### src/rtl/mem2_stage.sv
// rtl/mem2_stage.sv - MEM2 pipeline stage: load capture, hold buffer, alignment, WB/bypass buses
module mem2_stage #(
  parameter int MEM12MEM2_WD = 108,
  parameter int MEM22WB_WD   = 102,
  parameter int BYPASS_WD    = 38,
  parameter int STALL_WD     = 7
) (
  input  logic                    clk,
  input  logic                    rst_n,
  input  logic [STALL_WD-1:0]     stall,
  input  logic [MEM12MEM2_WD-1:0] mem12mem2_bus,
  input  logic [31:0]             data_sram_rdata,
  output logic [MEM22WB_WD-1:0]   mem22wb_bus,
  output logic [BYPASS_WD-1:0]    mem22bp_bus
);

  // Pipeline register, first-cycle flag and SRAM hold buffer
  logic [MEM12MEM2_WD-1:0] r_q, r_d;
  logic                    fresh_q, fresh_d;
  logic [31:0]             hbuf_q, hbuf_d;

  // Fields of the resident instruction
  logic        r_rf_we;
  logic [4:0]  r_rf_waddr;
  logic [31:0] r_rf_wdata;
  logic        r_load_en;
  logic [2:0]  r_load_type;
  logic [1:0]  r_addr_lo;
  logic [31:0] r_pc;
  logic [31:0] r_inst;

  logic        stall_self;
  logic        stall_wb;
  logic [31:0] raw;
  logic [7:0]  sel_byte;
  logic [15:0] sel_half;
  logic [31:0] aligned;
  logic [31:0] wdata_out;
  logic        we_out;

  // Only this stage's and WB's stall bits matter here
  logic unused_stall;
  assign unused_stall = ^stall[4:0];

  assign stall_self = stall[5];
  assign stall_wb   = stall[6];

  assign r_rf_we     = r_q[107];
  assign r_rf_waddr  = r_q[106:102];
  assign r_rf_wdata  = r_q[101:70];
  assign r_load_en   = r_q[69];
  assign r_load_type = r_q[68:66];
  assign r_addr_lo   = r_q[65:64];
  assign r_pc        = r_q[63:32];
  assign r_inst      = r_q[31:0];

  // Next state: bubble has priority over load; SRAM data is latched only in the fresh cycle
  always_comb begin
    r_d     = r_q;
    fresh_d = 1'b0;
    hbuf_d  = hbuf_q;
    if (fresh_q) begin
      hbuf_d = data_sram_rdata;
    end
    if (stall_self && !stall_wb) begin
      r_d = '0;
    end else if (!stall_self) begin
      r_d     = mem12mem2_bus;
      fresh_d = 1'b1;
    end
  end

  // State registers with synchronous active-low reset
  always_ff @(posedge clk) begin
    if (!rst_n) begin
      r_q     <= '0;
      fresh_q <= 1'b0;
      hbuf_q  <= '0;
    end else begin
      r_q     <= r_d;
      fresh_q <= fresh_d;
      hbuf_q  <= hbuf_d;
    end
  end

  assign raw = fresh_q ? data_sram_rdata : hbuf_q;

  // Byte/halfword lane selection; addr_lo[0] is ignored for halfwords
  always_comb begin
    sel_byte = raw[7:0];
    case (r_addr_lo)
      2'd0: sel_byte = raw[7:0];
      2'd1: sel_byte = raw[15:8];
      2'd2: sel_byte = raw[23:16];
      2'd3: sel_byte = raw[31:24];
      default: sel_byte = raw[7:0];
    endcase
    sel_half = r_addr_lo[1] ? raw[31:16] : raw[15:0];
  end

  // Extension by funct3; unknown codes pass the word through
  always_comb begin
    aligned = raw;
    case (r_load_type)
      3'b000:  aligned = {{24{sel_byte[7]}}, sel_byte};
      3'b100:  aligned = {24'h0, sel_byte};
      3'b001:  aligned = {{16{sel_half[15]}}, sel_half};
      3'b101:  aligned = {16'h0, sel_half};
      default: aligned = raw;
    endcase
  end

  assign wdata_out = r_load_en ? aligned : r_rf_wdata;
  assign we_out    = r_rf_we & (r_rf_waddr != 5'd0);

  assign mem22wb_bus = {we_out, r_rf_waddr, wdata_out, r_pc, r_inst};
  assign mem22bp_bus = {we_out, r_rf_waddr, wdata_out};

endmodule
### config.mk
export PLATFORM = sky130hd
export DESIGN_NAME = mem2_stage
export DESIGN_NICKNAME = d
export VERILOG_FILES = /design/src/rtl/mem2_stage.sv
export SDC_FILE = /design/constraint.sdc
export NUM_CORES = 1
export LEC_CHECK = 0
export BUFFER_PORTS_ARGS = -buffer_cell sky130_fd_sc_hd__buf_2
export CELL_PAD_IN_SITES_DETAIL_PLACEMENT = 1
export CELL_PAD_IN_SITES_GLOBAL_PLACEMENT = 2
export CORE_ASPECT_RATIO = 1.2
export CORE_MARGIN = 2
export CORE_UTILIZATION = 29
export CTS_CLUSTER_DIAMETER = 50
export DETAILED_ROUTE_END_ITERATION = 12
export MAX_ROUTING_LAYER = met4
export PLACE_DENSITY = 0.94
export SETUP_SLACK_MARGIN = 0.5
export SYNTH_ARGS = -nofsm -noshare
export SYNTH_HDL_FRONTEND = slang
export SYNTH_SLANG_ARGS = --single-unit
### constraint.sdc
create_clock -name clk -period 4 [get_ports clk]
set_clock_uncertainty 0.2 [all_clocks]
set_input_delay 0.8 -clock clk [delete_from_list [all_inputs] [get_ports clk]]
set_output_delay 0.8 -clock clk [all_outputs]
set_load 0.05 [all_outputs]
# Word level (Yosys, flattened, before mapping)
# Index checks and enable logic that the tools add are counted.
totals:
  ff_bits: 141
  input_bits: 149
  out_inout_bits: 140
  elab_cells: 23
classes:
  eq_ne: 6
  mux: 6
  bitwise_logic: 2
  reduce_logical: 6
op_table:
  columns: ["cell", "count"]
  rows:
  - ["one-hot mux 32 bit (4 select lines)", 1]
  - ["two-way mux 32 bit", 2]
  - ["one-hot mux 8 bit (4 select lines)", 1]
  - ["two-way mux 16 bit", 1]
  - ["== test 3 bit, second input constant", 2]
  - ["nonzero test 5 bit", 1]
  - ["== test 2 bit, second input constant", 2]
  - ["== test 3 x 1 -> 1 bit, second input constant", 1]
  - ["logical NOT 3 bit", 1]
  - ["== test 2 x 1 -> 1 bit, second input constant", 1]
  - ["logical NOT 2 bit", 1]
  - ["OR reduction 2 bit", 1]
  - ["bitwise AND 1 bit", 1]
  - ["logical AND 1 bit", 1]
  - ["logical NOT 1 bit", 1]
  - ["two-way mux 1 bit", 1]
  - ["NOT 1 bit", 1]

# Longest topological paths before layout
# Gate-level depths: netlist of run 1.
depth:
  depth_word: 4
  ltp_mapped: 8

# Worst setup path after synthesis of run 1
# Ideal clock, no wire load.
synth_timing:
  kind: "input -> output"
  startpoint: "in data_sram_rdata[15]"
  endpoint: "out mem22wb_bus[80]"
  arrival_time_ps: 2813
  slack_ps: 187
  stages: 5
  path_cell_list: "mux4_2 nor4b_1 a21oi_4 a31oi_1 buf_4"
synth_via:
  elab_chain_len: 4
  elab_cells_between_ends: 5
  classes_between: "mux (5)"
synth_lines:
  columns: ["item", "line_no", "source"]
  rows:
  - ["start: declaration", "12", "input logic [31:0] data_sram_rdata,"]
  - ["two-way mux 32 bit (*)", null, null]
  - ["one-hot mux 8 bit (4 select lines) / two-way mux 16 bit (equally long branches)", "91, 98", null]
  - ["one-hot mux 32 bit (4 select lines) (*)", "104", "case (r_load_type)"]
  - ["two-way mux 32 bit (*)", "113", "assign wdata_out = r_load_en ? aligned : r_rf_wdata;"]
  - ["end: declaration", "13", "output logic [MEM22WB_WD-1:0] mem22wb_bus,"]
# Every way passes the cells marked *; elsewhere a longest branch is shown, timed or not.

# Final worst setup path of run 1
layout_timing:
  startpoint: "in data_sram_rdata[15]"
  endpoint: "out mem22bp_bus[20]"
layout_via:
  elab_chain_len: 4
  elab_cells_between_ends: 5
  classes_between: "mux (5)"
layout_lines:
  columns: ["item", "line_no", "source"]
  rows:
  - ["two-way mux 32 bit (*)", null, null]
  - ["one-hot mux 8 bit (4 select lines) / two-way mux 16 bit (equally long branches)", "91, 98", null]
  - ["one-hot mux 32 bit (4 select lines) (*)", "104", null]
  - ["two-way mux 32 bit (*)", "113", null]
  - ["end: declaration", "14", "output logic [BYPASS_WD-1:0] mem22bp_bus"]
# Marks and branches as above.

==> flow_metrics.tcl, run 1 <==
set metrics [dict create \
    yosysSeqAreaShare 0.414 \
    wirelength_microns 20600 \
    via_per_inst 4.51 \
    async_flop_share 0 \
    start_util 0.295 \
    synthesis.area_sq_mm 0.00682 \
    antenna_left 0 \
    critical_path.startpoint_type "input port" \
    fill_cells 2721 \
    leakagePower_uw 0.00413 \
    clkPwrFrac 0.432 \
    cts-root-buf "clkbuf_16" \
    drt_iter0_markers 172 \
    grt.overflow.total 0 \
    hold_violations 0 \
    crit_chain "buf_2 > mux2_2 > mux4_2 > a21oi_4 > buf_12 > buf_4 > a31oi_4 > buf_4" \
    synthAdderAreaFrac 0 \
    grt_setup_unrepaired "true" \
    grt_start_max_net_pins 110 \
    fin_nets 1051 \
    grt_pass1_vias 5562 \
    syn_nets 887 \
    yosys_register_bits 141 \
    grt_pass1_wl_microns 30600 \
    drt_pass1_iterations 4 \
    tightest_slew_ns 0.881 \
    tns_ns 0 \
    vdd_drop_max_uv 265 \
    synth_compound_area_frac 0.0704 \
    pwr-share-comb 0.212 \
    synth_area_per_cell_sq_um 9.24 \
    via_count 5564 \
    slowest_delay_ns 0.53 \
    r2r-end "hbuf_q[1]" \
    slew_headroom 0.413 \
    yosys_warnings 0 \
    switchingPower_uw 1310 \
    powerDensity_mw_per_mm2 483 \
    finalCritPeriodShare 0.885 \
    synth-edff-count 0 \
    slew_viol_final 0 \
    synth-simple-area-share 0.148 \
    hold_path_class "flop to flop" \
    ios 289 \
    register_area_sq_mm 0.00283 \
    holdPathEnd "r_q[44]" \
    cp_slowest_cell "mux4_2" \
    reg2reg_slack_ns 2.38 \
    synth_top_flop_cell "dfxtp_1" \
    cp_max_fo 14 \
    ctsLongestPathBuffers 2 \
    final_layout_size_suffix_gt1_frac 0.419 \
    worst_path_most_repeated_cell "buf_4" \
    p_seq_frac 0.355 \
    path_class "input port to primary output" \
    synth_top_family_by_area "multiplexers" \
    multiInputGateArea_sq_mm 0.00320 \
    r2r_start "fresh_q" \
    clock_sinks 141 \
    coreArea_sq_mm 0.0231 \
    antenna_found_initial 6 \
    drc 0 \
    r2r_cells 3 \
    dieArea_sq_mm 0.0248 \
    yosys.cell_types.count 33 \
    ctsHoldBuffers 0 \
    fmaxAchievable_mhz 283 \
    min_from "r_q[44]" \
    hold_depth 2 \
    die_x_microns 144 \
    crit_path_end_kind "primary output" \
    max_cap_violations 0 \
    setup_viol 0 \
    synth_mux_area_frac 0.215 \
    cts_tree "yes" \
    p_total_uw 4280 \
    clock_latency_ns 0.42 \
    synth_cells 738 \
    track_usage 0.167 \
    synth-xor-area-share 0 \
    portBuffers 283 \
    swShare 0.307 \
    clk_pin_slew_ns 0.05 \
    finalWeightedCongestion 0.756 \
    dpl.hpwl_microns 15000 \
    status "complete, no violations" \
    syn2layout_area_growth_pct 29.7 \
    avgRoutedWirePerCell_microns 16.7 \
    rows 61 \
    dieHeight_microns 172 \
    finalCriticalPeriod_ns 3.54 \
    cts_buffers 17 \
    power.internal_uw 2960 \
    htree_num_levels 4 \
    worstPathArrival_ns 2.54 \
    cp.required_ns 3.00 \
]
## metal layers
layer / global-route usage / wire length, microns / up-vias
li1: - / - / 2689
met3: 0.0349 / 903 / 30
met4: 0.0644 / 459 / 0
met2: 0.286 / 10600 / 158
met1: 0.193 / 8650 / 2687
met5: - / 0 / -
## layout make-up
type	instances	area share
clock inverters	13	0.0266
multi-input cells	432	0.361
clock buffers	19	0.0501
well taps	315	0.0445
diodes	4	0.00113
flip-flops and latches	141	0.320
inverters	10	0.00424
repair buffers	300	0.192
## placed cells by master (no fill, tap or decap), drive strengths merged
cell	n
a2bb2oi	1
clkbuf	20
a22oi	2
clkinv	2
or4	1
dfxtp	141
o21a	1
nor2b	30
o22ai	14
mux2	11
buf	299
nor4b	1
a41oi	1
a31oi	31
o21ai	8
clkinvlp	2
nor3b	1
nand2b	17
nor2	134
bufinv	6
mux4	2
and3b	1
diode	4
nand2	19
nand3	7
mux2i	129
nor3	1
inv	13
and2	11
a21oi	9
## how the worst max path moves through the flow
stage / slack (ns) / startpoint / end
2_1_floorplan: 0.19 / data_sram_rdata[15] / mem22wb_bus[80]
5_1_grt: 0.38 / fresh_q / mem22bp_bus[24]
3_5_place_dp: 0.39 / data_sram_rdata[15] / mem22wb_bus[95]
4_1_cts: 0.46 / fresh_q / mem22bp_bus[20]
6_report: 0.46 / data_sram_rdata[15] / mem22bp_bus[20]
3_3_place_gp: 0.40 / data_sram_rdata[15] / mem22bp_bus[31]
## cells in the mapped netlist, types with 2 or more instances
cell type	n	share of area
nor2b_1	30	0.028
buf_4	108	0.12
buf_2	5	0.0037
mux2_2	10	0.017
inv_1	10	0.0055
o22ai_1	14	0.013
a22oi_1	2	0.0022
nand2b_1	17	0.016
clkbuf_1	28	0.015
mux4_2	2	0.0066
mux2i_1	129	0.19
buf_6	2	0.0033
o21ai_0	7	0.0051
a21oi_1	8	0.0059
a31oi_1	21	0.019
a31oi_2	10	0.018
dfxtp_1	141	0.41
buf_1	12	0.0066
and2_1	11	0.010
nand2_1	19	0.010
nand3_1	7	0.0051
nor2_1	134	0.074
## through the flow
step                      utilization  instance area [sq um]  hold slack [ns]  setup slack, ns  cells
after floorplan                     -                   7000            0.263            0.187    738
after global placement          0.343                   7920            0.269            0.404   1194
after detailed placement        0.343                   7920            0.282            0.391   1194
after CTS                       0.377                   8710            0.296            0.465   1230
after global routing            0.383                   8850            0.316            0.381   1234
final                           0.383                   8850            0.288            0.461   1234
## critical path: cells and delay by family
kind                   cells  cell delay, ns
multiplexers               2            0.83
AO/OA/AOI/OAI              2            0.25
buffers and inverters      4            0.64
## power by group through the flow
stage | clock (uW) | combinational (uW) | sequential, uW
finish | 1850 | 908 | 1520
global route | 1970 | 967 | 1530
CTS | 1890 | 893 | 1520
detailed placement | 0 | 870 | 1550
global placement | 0 | 853 | 1540
floorplan | 0 | 733 | 1530
## cell families (layout without fill, tap and decap cells)
kind of cell	after synthesis	after routing
AND/OR/NAND/NOR	223	223
multiplexers	142	142
flip-flops	141	141
AO/OA/AOI/OAI	67	67
buffers and inverters	165	342
other	0	4
## sequential cells by signal, summed over array words and instances, names as in the netlist
signal	flops
hbuf_q	32
r_q	108
fresh_q	1
## what timing repair did
item | in CTS | in global routing
setup endpoints to repair | 54 | 58
hold endpoints to repair | 0 | 0
resized for setup | 23 | 57
pin swaps | 0 | 0
setup buffers | 4 | 0
Note: power is estimated with default switching activity, not from simulation.
==> inputs of run 2 (changes only) <==
--- a/config.mk
+++ b/config.mk
@@ -5,16 +5,18 @@
 export SDC_FILE = /design/constraint.sdc
 export NUM_CORES = 1
 export LEC_CHECK = 0
+export ABC_AREA = 1
 export BUFFER_PORTS_ARGS = -buffer_cell sky130_fd_sc_hd__buf_2
 export CELL_PAD_IN_SITES_DETAIL_PLACEMENT = 1
 export CELL_PAD_IN_SITES_GLOBAL_PLACEMENT = 2
 export CORE_ASPECT_RATIO = 1.2
 export CORE_MARGIN = 2
-export CORE_UTILIZATION = 29
+export CORE_UTILIZATION = 27
 export CTS_CLUSTER_DIAMETER = 50
 export DETAILED_ROUTE_END_ITERATION = 12
+export GPL_TIMING_DRIVEN = 0
 export MAX_ROUTING_LAYER = met4
-export PLACE_DENSITY = 0.94
+export PLACE_DENSITY = 0.95
 export SETUP_SLACK_MARGIN = 0.5
 export SYNTH_ARGS = -nofsm -noshare
 export SYNTH_HDL_FRONTEND = slang
==> run 2 against run 1 <==
Final cell count up 33%. Design area rose by 7.0%. Sequential power about the same. First-iteration DRC count rose by 12%. Register-to-register slack better by 0.07 ns. Wire length rose by 22%. Utilization decreased by 0.95 points. Power down 4.5%. Largest cell class unchanged.
==> flow_metrics.tcl, run 2 <==
set metrics [dict create \
    largest_register_ffs 108 \
    dpl.hpwl_microns 20100 \
    syn2layout_area_growth_pct 36.3 \
    reg_top3 "r_q (108), hbuf_q (32), fresh_q (1)" \
    grt_start_max_net_pins 17 \
    finalCritPeriodShare 0.842 \
    holdPathEnd "r_q[88]" \
    wirelength_microns 25100 \
    yosys_warnings 0 \
    htree_num_levels 4 \
    synth-edff-count 0 \
    dr_wl_met2_microns 13000 \
    synthesis.area_sq_mm 0.00695 \
    fmaxAchievable_mhz 297 \
    finalCriticalPeriod_ns 3.37 \
    critical_path.startpoint_type "flop" \
    leakagePower_uw 0.00487 \
    met1Wirelength_microns 9930 \
    slew_viol_final 0 \
    avgRoutedWirePerCell_microns 15.3 \
    fill_cells 3288 \
    setup_viol 0 \
    grt.overflow.total 0 \
    powerDensity_mw_per_mm2 431 \
    final_area_sq_mm 0.00947 \
    syn_nets 1140 \
    fin_nets 1442 \
    status "complete, no violations" \
    hold_depth 2 \
    slew_headroom 0.546 \
    max_cap_violations 0 \
    ctsHoldBuffers 0 \
    antenna_left 0 \
    synth_area_per_cell_sq_um 7.01 \
    hold_path_class "flop to flop" \
    synth_common_cells "nand2_1, a21oi_1, dfxtp_1" \
    reg2reg_slack_ns 2.45 \
    cts-root-buf "clkbuf_16" \
    ctsLongestPathBuffers 2 \
    path_class "flop to primary output" \
    die_x_microns 150 \
    clock_latency_ns 0.42 \
    rows 64 \
    clock_sinks 141 \
    worstPathArrival_ns 2.37 \
    drt_pass1_iterations 4 \
    crit_path_end_kind "primary output" \
    drc 0 \
    slowest_delay_ns 0.38 \
    final_cell_mix "nand2_1, buf_2, dfxtp_1" \
    cp_max_fo 10 \
    coreArea_sq_mm 0.0254 \
    regMostFlops "r_q" \
    synthTopCellsByArea "dfxtp_1, nand2_1, buf_4" \
    async_flop_share 0 \
    track_usage 0.191 \
    yosysMostFrequentCell "nand2_1" \
    final_layout_size_suffix_gt1_frac 0.383 \
    tns_ns 0 \
    top_layer "met4" \
    clk_pin_slew_ns 0.07 \
    ios 289 \
    grt_pass1_vias 7513 \
    tightest_slew_ns 0.681 \
    dieHeight_microns 180 \
    synth_cells 991 \
    finalWeightedCongestion 0.857 \
    yosys_register_bits 141 \
    multiInputGateArea_sq_mm 0.00292 \
    routed-wl-met3_microns 1520 \
    cts_tree "yes" \
    r2r-end "hbuf_q[5]" \
    hold_violations 0 \
    dieArea_sq_mm 0.0270 \
    drt_iter0_markers 193 \
    cts_buffers 17 \
    r2r_start "fresh_q" \
    via_count 7137 \
    via_per_inst 4.35 \
    grt_setup_unrepaired "true" \
    register_area_sq_mm 0.00282 \
    synth_top_cell_area_share 0.406 \
    final_common_cell "nand2_1" \
    cp_top_family "buffers and inverters" \
    yosysSeqAreaShare 0.406 \
    synth_area_leader_cell "dfxtp_1" \
    yosys.cell_types.count 26 \
    grt_pass1_wl_microns 38800 \
    cp.required_ns 3.00 \
    r2r_cells 7 \
    portBuffers 283 \
    vdd_drop_max_uv 283 \
    antenna_found_initial 5 \
    crit_chain "inv_2 > buf_6 > o21ai_4 > nand3_2 > nand3_4 > buf_6 > nand3_1 > nand2_1 > inv_1 > buf_4 > buf_4" \
    min_from "r_q[88]" \
    start_util 0.274 \
    placed_cell_area_sq_mm 0.00878 \
    synth_top_flop_cell "dfxtp_1" \
    cp_slowest_cell "dfxtp_2" \
    crit_buf_inv 6 \
]
==> run 2: changes by cell type in the layout (fill, tap and decap cells not counted), moves of 30 or more <==
cell and change:
a21oi_1 +125, buf_2 +32, buf_4 +76, clkbuf_1 +31, inv_1 +39, mux2i_1 -116, nand2_1 +271, nor2_1 -55
nor2b_1 -30, or2_2 +32
==> run 2: where the power goes <==
group / leakage, uW / internal (uW) / total (uW) / switching [uW]
Sequential: 0.00116 / 1470 / 1510 / 35.2
Clock: 0.000294 / 894 / 1610 / 719
Combinational: 0.00342 / 307 / 961 / 654
Total: 0.00487 / 2680 / 4080 / 1410
==> run 2: logic make-up after synthesis <==
kind of cell,count (synthesis),share of synthesized area
flops,141,0.406
compound gates,177,0.138
simple gates,456,0.272
buf+inv,217,0.183
==> run 2: worst max-delay path by stage <==
stage                              startpoint              end  slack (ns)  cells after the start
after floorplan           data_sram_rdata[31]  mem22wb_bus[72]        0.40                     10
after global placement    data_sram_rdata[23]  mem22wb_bus[75]        0.53                     12
after detailed placement  data_sram_rdata[23]  mem22wb_bus[93]        0.49                     14
after CTS                             fresh_q  mem22wb_bus[73]        0.48                     12
after global routing                  fresh_q  mem22wb_bus[93]        0.41                     12
final                                 fresh_q  mem22wb_bus[93]        0.63                     11
==> run 2: stage by stage <==
step           setup WS, ns  utilization  std cells  hold WS [ns]  power (uW)
2_1_floorplan         0.402            -        991         0.232        2220
3_3_place_gp          0.529        0.346       1604         0.244        2480
3_5_place_dp          0.490        0.346       1604         0.249        2490
4_1_cts               0.480        0.369       1636         0.258        4120
5_1_grt               0.411        0.373       1641         0.281        4280
6_report              0.632        0.373       1641         0.257        4080
==> run 2: final cells by class <==
type,instances,area share
Antenna cell,5,0.00132
Sequential cell,141,0.298
Multi-Input combinational cell,633,0.309
Timing Repair Buffer,283,0.151
Clock inverter,15,0.0174
Inverter,51,0.0202
Tap cell,330,0.0436
Clock buffer,17,0.0449
Buffer,166,0.115
==> run 2: timing repair <==
action	CTS	global route
endpoints found under the setup margin	11	46
resized for setup	4	30
buffers inserted	0	0
hold endpoints to repair	0	0
==> run 2: worst min-delay path, cell delays in order (launching register included) <==
cell and delay (ns):
dfxtp_1 0.31, nand2_1 0.05, a21oi_1 0.05
==> run 2: per-layer routing <==
layer / GRT usage / up-vias
met4: 0.0687 / 0
met3: 0.0480 / 35
met2: 0.335 / 209
met5: - / -
li1: - / 3619
met1: 0.205 / 3274
==> inputs of run 3 (changes only) <==
--- a/config.mk
+++ b/config.mk
@@ -11,12 +11,12 @@
 export CELL_PAD_IN_SITES_GLOBAL_PLACEMENT = 2
 export CORE_ASPECT_RATIO = 1.2
 export CORE_MARGIN = 2
-export CORE_UTILIZATION = 27
+export CORE_UTILIZATION = 25
 export CTS_CLUSTER_DIAMETER = 50
 export DETAILED_ROUTE_END_ITERATION = 12
 export GPL_TIMING_DRIVEN = 0
 export MAX_ROUTING_LAYER = met4
-export PLACE_DENSITY = 0.95
+export PLACE_DENSITY = 0.9
 export SETUP_SLACK_MARGIN = 0.5
 export SYNTH_ARGS = -nofsm -noshare
 export SYNTH_HDL_FRONTEND = slang
==> constraint.sdc (replaced) <==
create_clock -name clk -period 3.3 [get_ports clk]
set_clock_uncertainty 0.2 [all_clocks]
set_input_delay 0.66 -clock clk [delete_from_list [all_inputs] [get_ports clk]]
set_output_delay 0.66 -clock clk [all_outputs]
set_load 0.05 [all_outputs]
==> run 3 against run 2 <==
Flip-flop and latch count unchanged. Sequential share of layout area is 3.7 points lower. Combinational power up 52%. Utilization rose by 2.5 points. Design area grew 15%. Critical path depth stayed put. Global-route usage about the same. Worst setup slack worse by 0.41 ns. Count of clock-buffer cells in the layout increased by 3. Register-to-register slack got worse by 0.68 ns. Critical path type unchanged. Critical endpoint is now mem22wb_bus[84]. Largest cell class unchanged.
==> flow_metrics.tcl, run 3 (synthesis results as in run 2) <==
set metrics [dict create \
    clk_pin_slew_ns 0.06 \
    final_common_cell "nand2_1" \
    slew_viol_final 0 \
    crit_path_end_kind "primary output" \
    cts-root-buf "clkbuf_16" \
    leakagePower_uw 0.00511 \
    dieHeight_microns 187 \
    final_layout_size_suffix_gt1_frac 0.473 \
    clock_latency_ns 0.43 \
    antenna_found_initial 8 \
    tightest_slew_ns 0.639 \
    setup_viol 0 \
    grt_pass1_wl_microns 41400 \
    vdd_drop_max_uv 344 \
    cp.required_ns 2.44 \
    path_class "flop to primary output" \
    clock_sinks 141 \
    critical_path.startpoint_type "flop" \
    via_count 7325 \
    via_per_inst 4.37 \
    reg_top3 "r_q (108), hbuf_q (32), fresh_q (1)" \
    track_usage 0.191 \
    dp_slack_ns 0.144 \
    tns_ns 0 \
    drt_pass1_iterations 4 \
    powerDensity_mw_per_mm2 482 \
    grt.overflow.total 0 \
    drc 0 \
    multiInputGateArea_sq_mm 0.00345 \
    fin_nets 1465 \
    hold_path_class "flop to flop" \
    antenna_left 0 \
    coreArea_sq_mm 0.0273 \
    finalCriticalPeriod_ns 3.08 \
    rows 66 \
    die_x_microns 156 \
    fmaxAchievable_mhz 325 \
    start_util 0.255 \
    grt_pass1_vias 7737 \
    max_cap_violations 0 \
    cts_tree "yes" \
    slew_headroom 0.574 \
    grt_setup_unrepaired "true" \
    cp_max_fo 9 \
    worst_slack_ns 0.221 \
    placed_cell_area_sq_mm 0.00902 \
    hold_violations 0 \
    ios 289 \
    syn2layout_area_growth_pct 56.1 \
    ctsHoldBuffers 0 \
    finalWeightedCongestion 0.840 \
    dpl.hpwl_microns 20700 \
    largest_register_ffs 108 \
    portBuffers 283 \
    dieArea_sq_mm 0.0291 \
    finalCritPeriodShare 0.933 \
    ctsLongestPathBuffers 2 \
    fill_cells 3381 \
    worstPathArrival_ns 2.22 \
    fin_util 0.398 \
    final_area_sq_mm 0.0108 \
    final_cell_mix "nand2_1, buf_2, dfxtp_1" \
    htree_num_levels 4 \
    regMostFlops "r_q" \
    wirelength_microns 27000 \
    avgRoutedWirePerCell_microns 16.1 \
    cts_buffers 17 \
    drt_iter0_markers 219 \
    status "complete, no violations" \
    register_area_sq_mm 0.00283 \
    grt_start_max_net_pins 17 \
]
[run 3: path summary, 6_finish.rpt]
kind	slack, ns	start	cells past startpoint	endpoint
worst min-delay path	0.26	r_q[86]	2	r_q[86]
worst min register to register	0.26	r_q[86]	2	r_q[86]
worst max register to register	1.77	fresh_q	7	hbuf_q[22]
worst max-delay path	0.22	fresh_q	11	mem22wb_bus[84]
[run 3: metrics by stage]
stage	hold slack [ns]	std cells	total power (uW)
after floorplan	0.232	991	2740
after global placement	0.241	1614	3070
after detailed placement	0.255	1614	3080
after CTS	0.250	1659	5220
after global routing	0.255	1675	5460
final	0.259	1675	5230
[run 3: what timing repair did]
item	4_1_cts	5_1_grt
setup buffers	13	7
setup endpoints to repair	64	64
pin swaps	29	20
cloned	2	1
gates resized for setup	231	71
[run 3: cell type report]
type                       instances  share of cell area
buffer                           166               0.110
clock buffer                      20              0.0430
timing repair buffer             306               0.193
multi-input combinational        633               0.318
antenna                            8             0.00185
clock inverter                    10              0.0106
sequential                       141               0.261
inverter                          51              0.0225
tap                              340              0.0392
[run 3: layer usage]
| metal | GRT usage | wire, microns |
|---|---|---|
| met5 | - | 0 |
| met4 | 0.0579 | 570 |
| met3 | 0.0578 | 1770 |
| met2 | 0.340 | 14200 |
| met1 | 0.201 | 10500 |
[run 3: worst max-delay path, stage by stage, from the launching register on]
cell	delay [ns]
dfxtp_4	0.42
inv_8	0.06
buf_8	0.14
o21ai_4	0.16
nand3_2	0.13
nand3_4	0.16
buf_8	0.16
nand3_2	0.08
nand2_2	0.11
clkinvlp_4	0.09
buf_4	0.13
buf_6	0.14
[run 3: where the power goes]
group / total [uW] / switching [uW] / internal, uW / leakage [uW]
registers: 1830 / 46.0 / 1790 / 0.00116
logic: 1460 / 899 / 559 / 0.00367
clock network: 1940 / 775 / 1160 / 0.000280
